## config.mk

```make
export PLATFORM = sky130hd
export DESIGN_NAME = nmi_arbiter
export DESIGN_NICKNAME = d
export VERILOG_FILES = /design/src/rtl/nmi_arb_pkg.sv /design/src/rtl/rr_arbiter.sv /design/src/rtl/nmi_arbiter.sv
export SDC_FILE = /design/constraint.sdc
export NUM_CORES = 1
export LEC_CHECK = 0
export ABC_CLOCK_PERIOD_IN_PS = 5500
export BUFFER_PORTS_ARGS = -buffer_cell sky130_fd_sc_hd__buf_2
export CAP_MARGIN = 20
export CORE_AREA = 2 2 122 124
export CTS_CLUSTER_SIZE = 28
export DETAILED_ROUTE_END_ITERATION = 8
export DIE_AREA = 0 0 124 126
export PLACE_DENSITY = 0.51
export SLEW_MARGIN = 20
export SYNTH_ARGS = -nofsm -noshare
export SYNTH_HDL_FRONTEND = slang
export SYNTH_SLANG_ARGS = --single-unit
```

## constraint.sdc

```tcl
create_clock -name clk_i -period 5.5 [get_ports clk_i]
set_input_delay 1.65 -clock clk_i [delete_from_list [all_inputs] [get_ports clk_i]]
set_output_delay 1.65 -clock clk_i [all_outputs]
set_load 0.02 [all_outputs]
```

## src/rtl/nmi_arb_pkg.sv

```systemverilog
// Shared types, defaults and the round-robin pick function for the NMI arbiter.
package nmi_arb_pkg;

    typedef enum logic {IDLE, BUSY} arb_state_e;

    localparam logic [31:0] TO_RDATA_DEF = 32'hDEAD_BEEF;
    localparam int          MAX_MST      = 8;

    // Returns {found, idx}: first set req bit at or after ptr, wrapping at n.
    function automatic logic [3:0] rr_pick(input logic [MAX_MST-1:0] req,
                                           input logic [2:0]         ptr,
                                           input int                 n);
        logic [3:0] res;
        int         i;
        res = '0;
        for (int k = MAX_MST - 1; k >= 0; k--) begin
            i = (int'(ptr) + k) % n;
            if (k < n && req[3'(i)]) res = {1'b1, 3'(i)};
        end
        return res;
    endfunction

endpackage

```

## src/rtl/rr_arbiter.sv

```systemverilog
// Combinational round-robin picker: first requester at or after ptr, with wrap.
module rr_arbiter
    import nmi_arb_pkg::*;
#(
    parameter int N    = 2,
    parameter int IW   = $clog2(N)
) (
    input  logic [N-1:0]  req,
    input  logic [IW-1:0] ptr,
    output logic          any_o,
    output logic [IW-1:0] idx_o
);

    logic [3:0] pick;

    always_comb begin
        pick  = rr_pick(MAX_MST'(req), 3'(ptr), N);
        any_o = pick[3];
        idx_o = IW'(pick[2:0]);
    end

endmodule

```

## src/rtl/nmi_arbiter.sv

```systemverilog
// Round-robin arbiter sharing one NMI slave port between NUM_MST masters,
// with a bus watchdog that terminates hung transfers and logs their address.
module nmi_arbiter
    import nmi_arb_pkg::*;
#(
    parameter int          NUM_MST     = 2,
    parameter int          TIMEOUT_CYC = 1024,
    parameter logic [31:0] TO_RDATA    = TO_RDATA_DEF,
    localparam int         IDX_W       = $clog2(NUM_MST)
) (
    input  logic                  clk_i,
    input  logic                  rst_n_i,
    input  logic [NUM_MST-1:0]    mst_valid_i,
    input  logic [NUM_MST*32-1:0] mst_addr_i,
    input  logic [NUM_MST*32-1:0] mst_wdata_i,
    input  logic [NUM_MST*4-1:0]  mst_wstrb_i,
    output logic [NUM_MST-1:0]    mst_ready_o,
    output logic [31:0]           mst_rdata_o,
    output logic                  slv_valid_o,
    output logic [31:0]           slv_addr_o,
    output logic [31:0]           slv_wdata_o,
    output logic [3:0]            slv_wstrb_o,
    input  logic                  slv_ready_i,
    input  logic [31:0]           slv_rdata_i,
    output logic                  to_flag_o,
    output logic [31:0]           to_addr_o,
    input  logic                  to_clr_i,
    output logic [IDX_W-1:0]      gnt_idx_o
);

    localparam int               CNT_W   = (TIMEOUT_CYC > 1) ? $clog2(TIMEOUT_CYC) : 1;
    localparam logic [CNT_W-1:0] TO_LAST = CNT_W'(TIMEOUT_CYC - 1);
    localparam bit               TO_EN   = (TIMEOUT_CYC != 0);

    arb_state_e       state;
    logic [IDX_W-1:0] gnt, rr_ptr, req_idx, gnt_next;
    logic [CNT_W-1:0] to_cnt;
    logic             req_any, busy, gnt_valid, done, to_fire, abort;

    logic [NUM_MST-1:0][31:0] addr_a, wdata_a;
    logic [NUM_MST-1:0][3:0]  wstrb_a;

    assign addr_a  = mst_addr_i;
    assign wdata_a = mst_wdata_i;
    assign wstrb_a = mst_wstrb_i;

    rr_arbiter #(.N(NUM_MST)) u_rr (
        .req   (mst_valid_i),
        .ptr   (rr_ptr),
        .any_o (req_any),
        .idx_o (req_idx)
    );

    // Completion beats timeout; a master dropping valid aborts without a ready.
    always_comb begin
        busy      = (state == BUSY);
        gnt_valid = mst_valid_i[gnt];
        abort     = busy && !gnt_valid;
        done      = busy && gnt_valid && slv_ready_i;
        to_fire   = TO_EN && busy && gnt_valid && !slv_ready_i && (to_cnt == TO_LAST);
        gnt_next  = (gnt == IDX_W'(NUM_MST - 1)) ? '0 : gnt + 1'b1;

        slv_valid_o = busy && !to_fire;
        slv_addr_o  = busy ? addr_a[gnt]  : '0;
        slv_wdata_o = busy ? wdata_a[gnt] : '0;
        slv_wstrb_o = busy ? wstrb_a[gnt] : '0;

        mst_ready_o = (done || to_fire) ? (NUM_MST'(1) << gnt) : '0;
        mst_rdata_o = done ? slv_rdata_i : (to_fire ? TO_RDATA : '0);
        gnt_idx_o   = gnt;
    end

    always_ff @(posedge clk_i or negedge rst_n_i) begin
        if (!rst_n_i) begin
            state     <= IDLE;
            gnt       <= '0;
            rr_ptr    <= '0;
            to_cnt    <= '0;
            to_flag_o <= 1'b0;
            to_addr_o <= '0;
        end else begin
            case (state)
                IDLE: begin
                    to_cnt <= '0;
                    if (req_any) begin
                        gnt   <= req_idx;
                        state <= BUSY;
                    end
                end
                BUSY: begin
                    if (done || to_fire || abort) begin
                        state  <= IDLE;
                        rr_ptr <= gnt_next;
                        to_cnt <= '0;
                    end else begin
                        to_cnt <= to_cnt + 1'b1;
                    end
                end
                default: state <= IDLE;
            endcase

            if (to_fire) begin
                to_flag_o <= 1'b1;
                to_addr_o <= addr_a[gnt];
            end else if (to_clr_i) begin
                to_flag_o <= 1'b0;
            end
        end
    end

endmodule
```

# After elaboration in Yosys (flattened, before gate mapping)
# Cells that the tools add are included.
# Widths: inputs -> output; s select.
word_totals:
  inputBits: 174
  ff_bits: 46
  output_inout_bits: 137
  wordCells: 59
op_classes:
  mux: 29
  n_bitwise: 2
  n_lt_le_gt_ge: 3
  shift: 1
  reduce_logical: 14
  n_addsub: 3
  eq_ne: 1
ops:
  columns: ["operator", "count"]
  rows:
  - ["$mux 32", 8]
  - ["$mux 4", 5]
  - ["$pmux 10 s2", 1]
  - ["$mux 1", 11]
  - ["$add 10x1->10 const B", 1]
  - ["$eq 10x10->1 const B", 1]
  - ["$mux 10", 1]
  - ["$logic_and 1x1->1", 6]
  - ["$lt 2x5->1 const B", 1]
  - ["$lt 1x4->1 const B", 1]
  - ["$reduce_and 2->1", 2]
  - ["$logic_not 1->1", 3]
  - ["$add 1x1->1 const B", 2]
  - ["$bmux 1 s2", 1]
  - ["$logic_or 1x1->1", 2]
  - ["$lt 1x2->1 const B", 1]
  - ["$mux 2", 1]
  - ["$pmux 1 s2", 1]
  - ["$reduce_bool 2->1", 1]
  - ["$shl 1x1->2 const A", 1]
  - ["$and 1x1->1 const A", 1]
  - ["$not 1->1", 1]

# Logic depth before layout (Yosys ltp)
# Gate-level depths: netlist (run 1).
depth:
  ltp_word: 9
  ltp_mapped: 7
  ltp_nobuf: 5

# Hierarchy
# From an unflattened synthesis (run 1), not the netlist that was laid out.
unflattened:
  hier_cells: 389
  hier_area_um2: 3555.9
by_module_without_submodules:
  columns: ["mod", "seq_area_each_um2", "area_each_um2", "instances", "cells_per_inst"]
  rows:
  - ["nmi_arbiter", 1151.1, 3538.4, 1, 386]
  - ["rr_arbiter", 0.0, 17.5, 1, 3]

# Least setup slack after synthesis (run 1)
# OpenSTA, ideal clock, no wires.
synth_path:
  kind: "input-to-output"
  start: "in slv_ready_i"
  end: "out slv_valid_o"
  stages: 7
  arrival_time_ns: 2.964
  t_required_ns: 3.850
  path_slack_ns: 0.886
  path_buffers: 4
  cell_sequence: "clkbuf_1 or3_1 buf_2 nand2b_1 buf_4 buf_6 and2_1"
synth_between:
  elab_chain_len: 5
synth_rtl:
  columns: ["item", "line_no", "source"]
  rows:
  - ["from (decl)", "nmi_arbiter.sv:23", "input logic slv_ready_i,"]
  - ["$logic_not 1->1", "nmi_arbiter.sv:60", "to_fire = TO_EN && busy && gnt_valid && !slv_ready_i && (to_cnt == TO_LAST);"]
  - ["$logic_and 1x1->1 (2 in a row)", "nmi_arbiter.sv:60", null]
  - ["$logic_not 1->1", "nmi_arbiter.sv:63", "slv_valid_o = busy && !to_fire;"]
  - ["$logic_and 1x1->1", "nmi_arbiter.sv:63", null]
  - ["to (decl)", "nmi_arbiter.sv:19", "output logic slv_valid_o,"]
# Every way passes these cells.

# Final worst setup path (run 1)
layout_path:
  start: "in mst_valid_i[1]"
  end: "out slv_valid_o"
layout_between:
  elab_chain_len: 7
layout_rtl:
  columns: ["item", "line_no", "source"]
  rows:
  - ["from (decl)", "nmi_arbiter.sv:13", "input logic [NUM_MST-1:0] mst_valid_i,"]
  - ["$mux 1 (not written as such) (2 in a row)", "nmi_arbiter.sv:57", "gnt_valid = mst_valid_i[gnt];"]
  - ["$logic_and 1x1->1 (3 in a row)", "nmi_arbiter.sv:60", null]
  - ["$logic_not 1->1", "nmi_arbiter.sv:63", null]
  - ["$logic_and 1x1->1", "nmi_arbiter.sv:63", null]
# Every way passes these cells. The select of a mux whose other input is x is not followed.

==> results.cfg, run 1 <==
[status]
status = completed

[routing]
drtIter0Drc = 121
firstDrtPassIters = 4
viasPerCell = 4.37
drc = 0
wire_per_inst_um = 15.2
final_antenna_net_count = 0
wl_um = 13200
num_vias = 3801

[worst_hold_path]
whs_path_depth = 1
hold_path_class = reg2reg

[die]
core_area_um2 = 14300
chipWidth_um = 124
rows = 44
start_util_pct = 23.0
die_h_um = 126
io_pins = 311
dieArea_um2 = 15600

[yosys]
yosysTopAreaCellShare_pct = 35.0
synth-warning-count = 0
ys_top_cells_by_area = dfrtp_1 35%, mux2i_1 31%, nor2_1 9.4%
synth_cell_types = 32
yosysTopAreaCell = dfrtp_1
synthesis.instances = 394
syn_area_um2 = 3290
syn_avg_cell_area_um2 = 8.35
synth_edf_count = 0
ys.flop_type = dfrtp_1
synth_nets = 569
synthArstFlopShare_pct = 100
ys_ff_latch = 46
synth_sequential_area_ratio_pct = 35.0

[clock_network]
cts-root-buf = clkbuf_16
cts-hold-fix-buffers = 0
clk_latency_ns = 0.29
cts_buffer_depth = 2
cts_sinks = 46
cts_tree = done
cts_buffers = 5
post_cts_resized = 0
clk_pin_slew_ns = 0.07
htree_levels = 2
post_cts_buffers = 0

[global_routing]
grt_pass1_vias = 3579
grt_pass1_wl_um = 19000
overflow = 0
antenna_found_initial = 0
grt_max_degree = 74
grt_usage_pct = 15.9

[timing]
min_period_ns = 4.60
finalClockSkew_ns = 0.00780
final-hold-violation-count = 0
clock.fmax_mhz = 217
fin_crit_sh_pct = 83.7
rsz0062_at_grt = no
tns_ns = 0
slew_headroom_pct = 44.0
setup_violations = 0
slew_violations = 0
tightestPinTransition_ns = 0.841

[critical_path]
cp_data_required_time_ns = 3.85
reg2reg_slack_ns = 3.02
endpoint_kind = output pin
cpMaxStageDelayCell = or3_1
crit_top_cell = buf_2
crit_type = in2out
startpoint_type = primary input
crit_arrival_ns = 2.95
path_cells = buf_2 -> mux2i_1 -> or3_1 -> nand2b_2 -> and2_1 -> buf_2
crit_fanout = 8
max_stage_delay_ns = 0.48
reg2reg_depth = 5

[finish]
antennaDiodeCount = 0
final_area_um2 = 5110
n_fill_cell = 1549
area_growth_pct = 55.3
utilization_pct = 35.7
fin_cells = 870
final_nets = 861
drive_gt1_share_pct = 47.7

[power_and_ir_drop]
swShare_pct = 48.7
powerDensity_nw_per_um2 = 349
power_switching_uw = 867
pwr-share-clk_pct = 16.3
seqPwrFrac_pct = 23.8
finalPower_uw = 1780
combPwrFrac_pct = 60.0
p_leak_uw = 0.00327
max-vdd-ir-drop_v = 0.000178
internal_power_uw = 913

[placement]
placed_area_um2 = 4970
io_buffers = 310
hpwl_um = 11000
dp.cells = 863
place.gp.congestion = 0.884

[run]
drv_cap = 0
==> per-layer routing <==
layer	track usage, %	wire length [um]
met1	19.1	5420
met2	28.2	6410
met3	3.94	1260
met4	3.70	134
met5	0	0
==> worst paths after layout <==
path / start / to
setup / recovery: mst_valid_i[1] / slv_valid_o
hold / removal: to_cnt[0] / to_cnt[0]
setup reg to reg: gnt_idx_o / to_addr_o[4]
hold reg to reg: to_cnt[0] / to_cnt[0]
max in group asynchronous: rst_n_i / gnt_idx_o
min in group asynchronous: rst_n_i / to_addr_o[15]
==> state kept, by name (all words and copies together), names as in the netlist <==
register,flops
gnt_idx_o,1
rr_ptr,1
busy,1
to_cnt,10
to_flag_o,1
to_addr_o,32
==> cells in the final DEF (no fill, tap or decap), drive strengths merged, types with 2 or more instances in the layout <==
cell type,n
buf,316
mux2i,101
nor2,82
dfrtp,46
inv,36
nand2,28
a21oi,27
and3,10
clkbuf,5
o21ai,5
nand3,4
xnor2,3
xor2,3
nand2b,3
nand4,2
clkinv,2
nor3,2
==> layout make-up <==
| cell class | instances | area [um^2] | area share (%) |
|---|---|---|---|
| multi-input cells | 281 | 1850 | 36.3 |
| flip-flops and latches | 46 | 1150 | 22.6 |
| clock buffers | 5 | 125 | 2.45 |
| clock inverters | 2 | 10.0 | 0.196 |
| well taps | 184 | 230 | 4.51 |
| repair buffers | 316 | 1600 | 31.3 |
| inverters | 36 | 135 | 2.65 |
==> cells in the mapped netlist (2+ instances only) <==
| cell type | n |
|---|---|
| mux2i_1 | 101 |
| nor2_1 | 82 |
| dfrtp_1 | 46 |
| inv_1 | 36 |
| nand2_1 | 28 |
| a21oi_1 | 27 |
| clkbuf_1 | 18 |
| and3_1 | 10 |
| buf_2 | 6 |
| nand3_1 | 4 |
| buf_1 | 3 |
| buf_6 | 3 |
| nand2b_1 | 3 |
| o21ai_0 | 3 |
| xnor2_1 | 3 |
| xor2_1 | 3 |
| nand4_1 | 2 |
| o21ai_1 | 2 |
==> power by group through the flow <==
stage / clock [uW] / combinational [uW] / sequential (uW)
2_1_floorplan: 0 / 760 / 369
3_3_place_gp: 0 / 1070 / 431
3_5_place_dp: 0 / 1080 / 433
4_1_cts: 302 / 1080 / 426
5_1_grt: 318 / 1150 / 431
6_report: 289 / 1070 / 423
==> critical path: cells and delay by family <==
kind	cells	cell delay (ns)
buffers and inverters	2	0.29
muxes	1	0.11
and+or+nand+nor	3	0.90
==> logic make-up after synthesis <==
kind of cell | after synthesis | share of synthesized area [%]
adders and majority gates | 1 | 0.380
DFF | 46 | 35.0
xor gates and xnor gates | 6 | 1.60
buffers and inverters | 67 | 8.68
AOI/OAI and AO/OA | 36 | 5.86
and+or+nand+nor | 137 | 17.7
muxes | 101 | 30.7
==> metrics by stage <==
step	hold WS [ns]	setup WS, ns
CTS	0.513	0.909
global placement	0.492	0.936
detailed placement	0.506	0.914
finish	0.507	0.895
global route	0.535	0.764
floorplan	0.468	0.886
(Power assumes the default switching activity.)
==> run 2, diff against run 1 <==
- ABC_AREA: default -> 1
- ABC_CLOCK_PERIOD_IN_PS: 5500 -> 4720
- CORE_AREA: 2 2 122 124 -> 2 2 121 123
- DIE_AREA: 0 0 124 126 -> 0 0 123 125
- clock period: 5.5 -> 4.72 ns (I/O delays scaled with it)
==> run 2 against run 1 <==
Effect of this change: design area shrank 2.0%; worst setup slack lost 0.33 ns; routed wire length shrank 11%; first-iteration DRC count shrank 15%; synthesized area shrank 3.3%; critical path depth grew 4; flip-flop and latch count is the same; critical endpoint is now mst_rdata_o[18].
==> results.cfg, run 2 <==
[status]
status = completed

[placement]
hpwl_um = 9510
placed_area_um2 = 4840
place.gp.congestion = 0.779
io_buffers = 310
dp.cells = 919

[critical_path]
endpoint_kind = output pin
crit_fanout = 26
r2r-start = gnt_idx_o
r2r-end = to_cnt[4]
crit_arrival_ns = 2.73
reg2reg_slack_ns = 2.31
cp_data_required_time_ns = 3.30
startpoint_type = primary input
reg2reg_depth = 7
crit_type = in2out

[clock_network]
post_cts_buffers = 0
cts_tree = done
cts_buffer_depth = 2
post_cts_resized = 0
clk_pin_slew_ns = 0.06
cts_buffers = 5
cts-root-buf = clkbuf_16
clk_latency_ns = 0.28
htree_levels = 2
cts-hold-fix-buffers = 0
cts_sinks = 46

[run]
drv_cap = 0

[routing]
num_vias = 3822
firstDrtPassIters = 4
final_antenna_net_count = 0
wl_um = 11700
drc = 0
wire_per_inst_um = 12.7
drtIter0Drc = 103
viasPerCell = 4.12

[yosys]
ys_top_cells_by_area = dfrtp_1 36%, nor2_1 20%, mux2i_1 10%
yosysTopAreaCellShare_pct = 36.2
ys.flop_type = dfrtp_1
syn_avg_cell_area_um2 = 7.06
synthArstFlopShare_pct = 100
synth-warning-count = 0
synth_edf_count = 0
synth_common_cells = 167 x nor2_1, 46 x dfrtp_1, 46 x nand2_1
ys_ff_latch = 46
synth_nets = 625
synth_cell_types = 29
synth_sequential_area_ratio_pct = 36.2
yosysTopAreaCell = dfrtp_1
yosysMostFrequentCell = nor2_1
synthesis.instances = 450
syn_area_um2 = 3180

[finish]
largest_register_ffs = 32
top_register = to_addr_o
multiInputGateArea_um2 = 1740
final_nets = 917
mostFrequentLayoutCells = 310 x buf_2, 167 x nor2_1, 46 x nand2_1, 45 x dfrtp_1, 41 x o21ai_0
antennaDiodeCount = 0
n_fill_cell = 1577
final_common_cell = buf_2
final_area_um2 = 5000
area_growth_pct = 57.5
seqCellArea_um2 = 1150
fin_cells = 927
utilization_pct = 35.2
drive_gt1_share_pct = 46.7
top_regs = to_addr_o (32), to_cnt (10)

[timing]
tns_ns = 0
final-hold-violation-count = 0
fin_crit_sh_pct = 87.9
finalClockSkew_ns = 0.00512
min_period_ns = 4.15
rsz0062_at_grt = no
slew_violations = 0
tightestPinTransition_ns = 0.669
slew_headroom_pct = 55.4
clock.fmax_mhz = 241
whs_ns = 0.464
setup_violations = 0

[worst_hold_path]
hp-start = to_cnt[0]
whs_endpoint = to_cnt[0]
hold_path_class = reg2reg
whs_path_depth = 1

[global_routing]
antenna_found_initial = 0
overflow = 0
grt_pass1_wl_um = 17700
grt_usage_pct = 14.2
grt_max_degree = 69
grt_pass1_vias = 3480

[die]
io_pins = 311
chipWidth_um = 123
die_h_um = 125
core_area_um2 = 14200
start_util_pct = 22.4
rows = 44
dieArea_um2 = 15400

[power_and_ir_drop]
powerDensity_nw_per_um2 = 452
max-vdd-ir-drop_v = 0.000141
p_leak_uw = 0.00295
==> run 2: power by group <==
part | leakage, uW | switching, uW | internal (uW)
registers | 0.000635 | 38.4 | 410
logic | 0.00224 | 943 | 478
clock network | 0.0000771 | 144 | 250
==> run 2: routing by layer <==
layer	vias up	global-route usage, %	routed length (um)
li1	2004	-	-
met1	1637	17.4	4740
met2	171	25.3	5690
met3	10	3.19	1180
met4	0	2.74	120
met5	-	0	0
==> run 2: logic make-up after synthesis <==
family                     share of synthesized area (%)
adders and majority gates                          0.394
buffers and inverters                               9.02
xor gates and xnor gates                            1.65
AOI/OAI and AO/OA                                   12.3
DFF                                                 36.2
and+or+nand+nor                                     30.4
muxes                                               10.1
==> run 2: critical path: stages <==
cell	delay, ns
buf_2	0.11
inv_1	0.06
nand2_1	0.06
nand3_1	0.14
nor2_2	0.06
nand2_4	0.08
clkinv_4	0.16
nor2_8	0.36
nor2_1	0.11
buf_2	0.17
==> run 2: how the worst max path moves through the flow <==
stage / from / endpoint / cells after the start
after floorplan: mst_valid_i[0] / mst_ready_o[0] / 9
after global placement: mst_valid_i[1] / mst_rdata_o[0] / 10
after detailed placement: mst_valid_i[1] / mst_rdata_o[18] / 10
after CTS: mst_valid_i[1] / mst_rdata_o[18] / 10
after global routing: mst_valid_i[0] / mst_rdata_o[18] / 10
final: mst_valid_i[1] / mst_rdata_o[18] / 10
==> run 2: metrics by stage <==
step | setup WS, ns | power (uW)
2_1_floorplan | 0.909 | 1410
3_3_place_gp | 0.605 | 1880
3_5_place_dp | 0.568 | 1900
4_1_cts | 0.566 | 2300
5_1_grt | 0.377 | 2440
6_report | 0.569 | 2260
==> run 2: layout make-up <==
type | instances | share of cell area [%]
Multi-Input combinational cell | 349 | 34.8
Inverter | 23 | 1.83
Timing Repair Buffer | 317 | 32.5
Clock buffer | 6 | 2.58
Clock inverter | 2 | 0.750
Sequential cell | 46 | 23.0
Tap cell | 184 | 4.60
